===== config.mk =====
export PLATFORM = sky130hd
export DESIGN_NAME = alu_host
export DESIGN_NICKNAME = d
export VERILOG_FILES = /design/src/rtl/alu_host.sv
export SDC_FILE = /design/constraint.sdc
export NUM_CORES = 1
export LEC_CHECK = 0
export CORE_MARGIN = 2
export CORE_UTILIZATION = 56
export CTS_BUF_LIST = sky130_fd_sc_hd__clkbuf_4 sky130_fd_sc_hd__clkbuf_8
export CTS_CLUSTER_SIZE = 20
export DETAILED_ROUTE_END_ITERATION = 8
export GPL_TIMING_DRIVEN = 0
export PLACE_DENSITY = 0.93
export SLEW_MARGIN = 40
export SYNTH_ARGS = -nofsm -noshare
export SYNTH_HDL_FRONTEND = slang
export SYNTH_SLANG_ARGS = --single-unit

===== constraint.sdc =====
create_clock -name alu_clk -period 2.15 [get_ports alu_clk]
set_input_delay 0.43 -clock alu_clk [delete_from_list [all_inputs] [get_ports alu_clk]]
set_output_delay 0.43 -clock alu_clk [all_outputs]
set_load 0.1 [all_outputs]

===== src/rtl/alu_host.sv =====
// Command-driven initiator for the ALU pin interface: queues host commands,
// issues one ALU operation at a time and returns in-order responses.
package alu_pkg;
    typedef enum logic [1:0] {OP1 = 2'd0, OP2 = 2'd1, OP3 = 2'd2, OP4 = 2'd3} opcode_t;
    typedef logic [7:0] data_t;
    typedef struct packed {
        logic    mode;
        opcode_t op;
        data_t   a;
        data_t   b;
    } cmd_t;
endpackage

module alu_host
    import alu_pkg::*;
#(
    parameter int unsigned DEPTH          = 4,
    parameter int unsigned IRQ_CLR_CYCLES = 2
) (
    input  logic                   alu_clk,
    input  logic                   alu_rst_n,
    input  logic                   cmd_valid,
    output logic                   cmd_ready,
    input  logic                   cmd_mode,
    input  opcode_t                cmd_op,
    input  data_t                  cmd_a,
    input  data_t                  cmd_b,
    output logic                   rsp_valid,
    input  logic                   rsp_ready,
    output data_t                  rsp_data,
    output logic                   rsp_irq,
    output logic                   rsp_mode,
    output opcode_t                rsp_op,
    output logic                   alu_enable,
    output logic                   alu_enable_a,
    output logic                   alu_enable_b,
    output opcode_t                alu_op_a,
    output opcode_t                alu_op_b,
    output data_t                  alu_in_a,
    output data_t                  alu_in_b,
    output logic                   alu_irq_clr,
    input  data_t                  alu_out,
    input  logic                   alu_irq,
    output logic                   busy,
    output logic [$clog2(DEPTH):0] cmd_count,
    output logic [7:0]             irq_count
);

    localparam int unsigned PTR_W = $clog2(DEPTH);
    localparam int unsigned CNT_W = PTR_W + 1;
    localparam int unsigned CLR_W = 4;

    typedef enum logic [2:0] {S_IDLE, S_ISSUE, S_CAPTURE, S_CLEAR, S_RESP} state_t;

    state_t             r_state;
    cmd_t               r_mem [DEPTH];
    logic [PTR_W-1:0]   r_wr_ptr;
    logic [PTR_W-1:0]   r_rd_ptr;
    logic [CNT_W-1:0]   r_count;
    logic               r_cmd_ready;
    logic               r_cur_mode;
    opcode_t            r_cur_op;
    logic [CLR_W-1:0]   r_clr_cnt;

    cmd_t               w_cmd_in;
    cmd_t               w_head;
    logic               w_push;
    logic               w_pop;
    logic [CNT_W-1:0]   w_count_nxt;

    assign w_cmd_in  = {cmd_mode, cmd_op, cmd_a, cmd_b};
    assign w_head    = r_mem[r_rd_ptr];
    assign w_push    = cmd_valid && r_cmd_ready;
    assign w_pop     = (r_state == S_IDLE) && (r_count != '0);
    assign cmd_ready = r_cmd_ready;
    assign cmd_count = r_count;

    // Occupancy after this cycle's push/pop.
    always_comb begin
        w_count_nxt = r_count;
        if (w_push && !w_pop) begin
            w_count_nxt = r_count + CNT_W'(1);
        end else if (!w_push && w_pop) begin
            w_count_nxt = r_count - CNT_W'(1);
        end
    end

    // FIFO storage carries no reset; occupancy and pointers do.
    always_ff @(posedge alu_clk) begin
        if (w_push) begin
            r_mem[r_wr_ptr] <= w_cmd_in;
        end
    end

    always_ff @(posedge alu_clk or negedge alu_rst_n) begin
        if (!alu_rst_n) begin
            r_wr_ptr    <= '0;
            r_rd_ptr    <= '0;
            r_count     <= '0;
            r_cmd_ready <= 1'b1;
        end else begin
            if (w_push) r_wr_ptr <= r_wr_ptr + PTR_W'(1);
            if (w_pop)  r_rd_ptr <= r_rd_ptr + PTR_W'(1);
            r_count     <= w_count_nxt;
            r_cmd_ready <= (w_count_nxt != CNT_W'(DEPTH));
        end
    end

    // Operation sequencer; every ALU-side and response output is registered here.
    always_ff @(posedge alu_clk or negedge alu_rst_n) begin
        if (!alu_rst_n) begin
            r_state      <= S_IDLE;
            r_cur_mode   <= 1'b0;
            r_cur_op     <= OP1;
            r_clr_cnt    <= '0;
            alu_enable   <= 1'b0;
            alu_enable_a <= 1'b0;
            alu_enable_b <= 1'b0;
            alu_op_a     <= OP1;
            alu_op_b     <= OP1;
            alu_in_a     <= '0;
            alu_in_b     <= '0;
            alu_irq_clr  <= 1'b0;
            rsp_valid    <= 1'b0;
            rsp_data     <= '0;
            rsp_irq      <= 1'b0;
            rsp_mode     <= 1'b0;
            rsp_op       <= OP1;
            busy         <= 1'b0;
            irq_count    <= '0;
        end else begin
            case (r_state)
                S_IDLE: begin
                    if (w_pop) begin
                        r_state      <= S_ISSUE;
                        busy         <= 1'b1;
                        r_cur_mode   <= w_head.mode;
                        r_cur_op     <= w_head.op;
                        alu_enable   <= 1'b1;
                        alu_enable_a <= !w_head.mode;
                        alu_enable_b <= w_head.mode;
                        alu_op_a     <= w_head.mode ? OP1 : w_head.op;
                        alu_op_b     <= w_head.mode ? w_head.op : OP1;
                        alu_in_a     <= w_head.a;
                        alu_in_b     <= w_head.b;
                    end
                end
                S_ISSUE: begin
                    r_state      <= S_CAPTURE;
                    alu_enable   <= 1'b0;
                    alu_enable_a <= 1'b0;
                    alu_enable_b <= 1'b0;
                    alu_op_a     <= OP1;
                    alu_op_b     <= OP1;
                    alu_in_a     <= '0;
                    alu_in_b     <= '0;
                end
                S_CAPTURE: begin
                    rsp_data <= alu_out;
                    rsp_irq  <= alu_irq;
                    rsp_mode <= r_cur_mode;
                    rsp_op   <= r_cur_op;
                    if (alu_irq) begin
                        r_state     <= S_CLEAR;
                        alu_irq_clr <= 1'b1;
                        r_clr_cnt   <= CLR_W'(IRQ_CLR_CYCLES - 1);
                        if (irq_count != 8'hFF) irq_count <= irq_count + 8'd1;
                    end else begin
                        r_state   <= S_RESP;
                        rsp_valid <= 1'b1;
                    end
                end
                S_CLEAR: begin
                    if (r_clr_cnt == '0) begin
                        r_state     <= S_RESP;
                        alu_irq_clr <= 1'b0;
                        rsp_valid   <= 1'b1;
                    end else begin
                        r_clr_cnt <= r_clr_cnt - CLR_W'(1);
                    end
                end
                S_RESP: begin
                    if (rsp_ready) begin
                        r_state   <= S_IDLE;
                        rsp_valid <= 1'b0;
                        busy      <= 1'b0;
                    end
                end
                default: begin
                    r_state <= S_IDLE;
                    busy    <= 1'b0;
                end
            endcase
        end
    end

endmodule


# After elaboration in Yosys (flattened, before gate mapping)
# Memories as Yosys holds them, arrays and structs flattened.
# Cells that the tools add are included.
[word_totals]
mem_bits_rw = 76
word_cells = 101
inputBits = 32
out_inout_bits = 50
mem_count = 1
register_bits = 64
[op_classes]
reduce_logical = 22
muxes = 36
addsub = 6
eq_ne = 12
bitwise = 1
[mem_list]
columns = ["name", "words", "word_bits", "read_ports", "rd_ports_with_merged_regs", "write_ports", "line", "text"]
rows = [
  ["r_mem", 4, 19, 1, 0, 1, "56", "cmd_t r_mem [DEPTH];"],
]
[ops]
columns = ["operator", "count"]
rows = [
  ["8-bit one-hot mux with 2 select lines", 2],
  ["3-bit two-way mux", 6],
  ["8-bit two-way mux", 2],
  ["3-bit one-hot mux with 5 select lines", 1],
  ["3-bit AND reduction", 5],
  ["2-bit != test (second input constant)", 6],
  ["1-bit two-way mux", 10],
  ["8-bit by 1-bit adder with 8-bit output (second input constant)", 1],
  ["2-bit two-way mux", 4],
  ["4-bit two-way mux", 2],
  ["8-bit != test (second input constant)", 1],
  ["1-bit one-hot mux with 2 select lines", 4],
  ["2-bit one-hot mux with 2 select lines", 2],
  ["4-bit one-hot mux with 2 select lines", 1],
  ["3-bit by 2-bit == test with 1-bit output (second input constant)", 2],
  ["1-bit one-hot mux with 3 select lines", 2],
  ["3-bit nonzero test", 2],
  ["2-bit by 1-bit adder with 2-bit output (second input constant)", 2],
  ["1-bit logical AND", 4],
  ["4-bit logical NOT", 1],
  ["2-bit AND reduction", 2],
  ["4-bit AND reduction", 1],
  ["2-bit nonzero test", 2],
  ["4-bit by 1-bit subtractor with 4-bit output (second input constant)", 1],
  ["9 further kinds", 11],
]

# Longest topological paths before layout
[logic_depth]
ltp_word = 6
mapped_depth = 8
mapped_depth_nobuf = 6

# Worst setup path after synthesis
# OpenSTA, ideal clock, no wires.
[synth_timing]
path_type = "register to register"
startpoint = "register r_count[1] (netlist: cmd_count[1])"
endpoint = "register r_cmd_ready (netlist: cmd_ready)"
setup_slack_ps = -140
path_stages_with_launch = 7
t_arrival_ps = 2208
setup_ps = 82
synth_period_minus_slack_ps = 2290
required_time_ps = 2068
n_path_buf = 0
path_cell_list = "dfrtp_1 -> inv_1 -> ha_1 -> nor2b_1 -> o31ai_2 -> o32ai_2 -> a211o_1"
[synth_via]
elab_chain_len = 6
word_cells_on_any_way = 10
cone_classes = "add/sub (2); eq/ne (1); mux (2); reduce/logical (5)"
[synth_lines]
columns = ["item", "line", "text"]
rows = [
  ["start, declared", "59", "logic [CNT_W-1:0] r_count;"],
  ["start signal, assigned", "104", "r_count <= w_count_nxt;"],
  ["branches (longest 4 deep; another with 3-bit by 1-bit subtractor with 3-bit output)", "--", ""],
  ["3-bit two-way mux *", "81", "if (w_push && !w_pop) begin"],
  ["named net w_count_nxt[1]", "69", "logic [CNT_W-1:0] w_count_nxt;"],
  ["3-bit != test *", "105", "r_cmd_ready <= (w_count_nxt != CNT_W'(DEPTH));"],
  ["end signal, assigned", "105", ""],
  ["end, declared", "60", "logic r_cmd_ready;"],
]
# Mark *: on every way through the listed nets, which the timed path passes.
# A chain may end at the register's enable or synchronous reset.

# Final worst setup path
[layout_timing]
startpoint = "register r_cmd_ready (netlist: cmd_ready)"
endpoint = "output cmd_ready"
[layout_rtl]
columns = ["item", "line", "text"]
rows = [
  ["end, declared", "23", "output logic cmd_ready,"],
]
# No word-level cell between the ends.

==> qor.txt <==
Outcome: finished, final reports clean
Number of global-route vias before repair: 3545
Initial Utilization: 0.573
Num CTS Buffers: 17
Die area: 0.0108 sq mm
Wire per inst: 18.4 microns
Root buf cell: clkbuf_8
Worst path cell trace: buf_2
Most common cell after layout, fill and taps aside: edfxtp_1
Main combinational cell family by area after synthesis: multiplexers
Worst setup SP type: register
Fin. Hold Viols: 0
GP Congestion: 0.812
Syn Area/Cell: 16.5 sq um
Die H: 104 microns
Critical Path RT: 1720 ps
DRT iter0 DRCs: 129
Mux share of post-synthesis cell area: 0.103
Post-CTS Setup Inserts: 0
Unrepaired setup endpoints after global routing: false
Slew @ Worst Pin: 559 ps
GRT overflow: 0
Filler Cells Inserted: 650
Worst path top cell family by delay: flip-flops
Reg clk slew, reported paths: 90 ps
Yosys top cell area share: 0.409
Max Slew Vio Count: 0
Post-Syn Instances: 338
Fmax achieved: 516 MHz
Max_slew headroom: 0.626
Die width: 104 microns
Compound-Gate Fraction of Synth Area: 0.0722
Routed Antenna Nets: 0
Sequential-to-total area share from yosys stat: 0.696
Top area cells in the synthesized netlist: edfxtp_1, dfrtp_1, mux4_2
IO Port Bufs: 81
Min cycle time layout: 1940 ps
Area delta synth->final: 20.5%
GRT Total Usage: 0.216
Critical path fanouts, max: 10
Hold Path Class: input port to asynchronous set/reset pin
Post-synth top flop: edfxtp_1
Synth Area in XOR/XNOR: 0.0204
Nets: 482
Pre-CTS setup slack: 97.6 ps
CP Buf/Inv Count: 1
HPWL after detailed placement: 7180 microns
Clock Skews: 16.7 ps
Final worst path period share: 0.902
# setup viols final: 0
Syn nets: 380
Post-synth ARST share: 0.457
H-tree levels: 4
Max-cap violations: 0
Adder-Cell Fraction of Synth Area: 0.0224
CP Data Arrival Time: 1510 ps
Worst setup margin: 210 ps
Synth Area in Simple Gates: 0.0648
Row count: 36
Largest net degree at the start of global routing: 40
Kind of critical path: register to output pin
Initial antenna violation count: 0
Unique cell type count in the Yosys netlist: 48
First-pass DRT Iterations: 4
DRC Markers: 0
Crit-path slowest cell: dfstp_2
Vias: 3356
Core area: 0.00973 sq mm
Global-route wire length before repair: 17800 microns
Number of synthesized flops with an enable pin: 76
Layout cells sized above 1: 0.325
Yosys warnings: 0
Ant diodes: 0
Vias per cell: 5.73
IO Pins: 82
CP max stage delay: 620 ps
TritonCTS clock tree: done
Leading area contributor after synthesis: edfxtp_1
Mapped cell area: 0.00558 sq mm
Routed WL: 10800 microns
Synthesized flop and latch total: 140
Fin Setup TNS: 0 ps
Worst skew pair latency: 440 ps
Worst Setup End Kind: output pin
Most frequent cells in the layout: edfxtp_1, dfrtp_1, buf_2
Largest buffer count on any clock path: 2
Num Clock Sinks: 140
Layout Utilization: 0.691
[flip-flops by register name (all words and copies together), names as in the netlist, 2 cells and up]
register   count
alu_in_a       8
alu_in_b       8
alu_op_a       2
alu_op_b       2
cmd_count      3
irq_count      8
r_clr_cnt      4
r_cur_op       2
r_mem         76
r_rd_ptr       2
r_state        3
r_wr_ptr       2
rsp_data       8
rsp_op         2
[cells by family (layout without fill, tap and decap cells)]
family          after synthesis  in the layout
flops                       140            140
simple gates                 65             65
compound gates               54             54
mux                          32             32
buf+inv                      24            139
xor+xnor                     13             13
fa+ha+maj                    10             10
[metal layers]
metal | GRT usage | routed length, microns | share of wire | up-vias
met5 | 0 | 0 | 0 | -
met4 | 0.0705 | 90 | 0.0084 | 0
met3 | 0.0642 | 737 | 0.068 | 7
met2 | 0.358 | 5540 | 0.51 | 151
met1 | 0.276 | 4400 | 0.41 | 1696
li1 | - | - | - | 1502
[layout make-up]
| type | count | area (sq um) | share of cell area |
|---|---|---|---|
| inverter | 11 | 41.3 | 0.00614 |
| buffer | 13 | 76.3 | 0.0114 |
| sequential | 140 | 3890 | 0.578 |
| clock buffer | 18 | 241 | 0.0359 |
| multi-input combinational | 174 | 1590 | 0.236 |
| timing repair buffer | 83 | 588 | 0.0875 |
| tap | 133 | 166 | 0.0248 |
| clock inverter | 14 | 134 | 0.0199 |
[cells in the mapped netlist, types with 2 or more instances]
master / number
a21o_1: 3
a21oi_1: 9
a22o_1: 20
a31oi_1: 3
and3_1: 7
buf_2: 10
buf_4: 2
dfrtp_1: 63
edfxtp_1: 76
ha_1: 10
inv_1: 11
mux2_2: 12
mux4_2: 19
nand2_1: 17
nand2b_1: 3
nand3_1: 5
nand4_1: 4
nor2_1: 10
nor2b_1: 2
nor3_1: 5
nor4_1: 2
o21ai_0: 8
xnor2_1: 9
xor2_1: 4
[timing repair]
action                                 in CTS  in global routing
hold buffers                                1                  0
resized for setup                           0                  1
setup endpoints to repair                   0                 11
endpoints found under the hold margin      25                  0
[final timing paths]
check,end,cells after the start,startpoint,slack [ps]
setup / recovery,cmd_ready,1,cmd_ready,210
hold / removal,alu_in_a[2],2,alu_rst_n,460
setup reg to reg,alu_in_a[2],7,cmd_count[1],230
hold reg to reg,r_cur_op[0],2,r_cur_op[0],480
max in group asynchronous,cmd_ready,3,alu_rst_n,1110
min in group alu_clk,r_cur_op[0],2,r_cur_op[0],480
[stage by stage]
step,hold slack (ps),cells,instance area (sq um)
6_report,461,586,6720
5_1_grt,481,586,6720
4_1_cts,435,586,6720
3_5_place_dp,369,553,6330
3_3_place_gp,462,552,6560
2_1_floorplan,134,338,5580
Power is left out: the tool's default activity adds up to more than one toggle a clock period on the data nets, which glitch-free logic cannot reach.
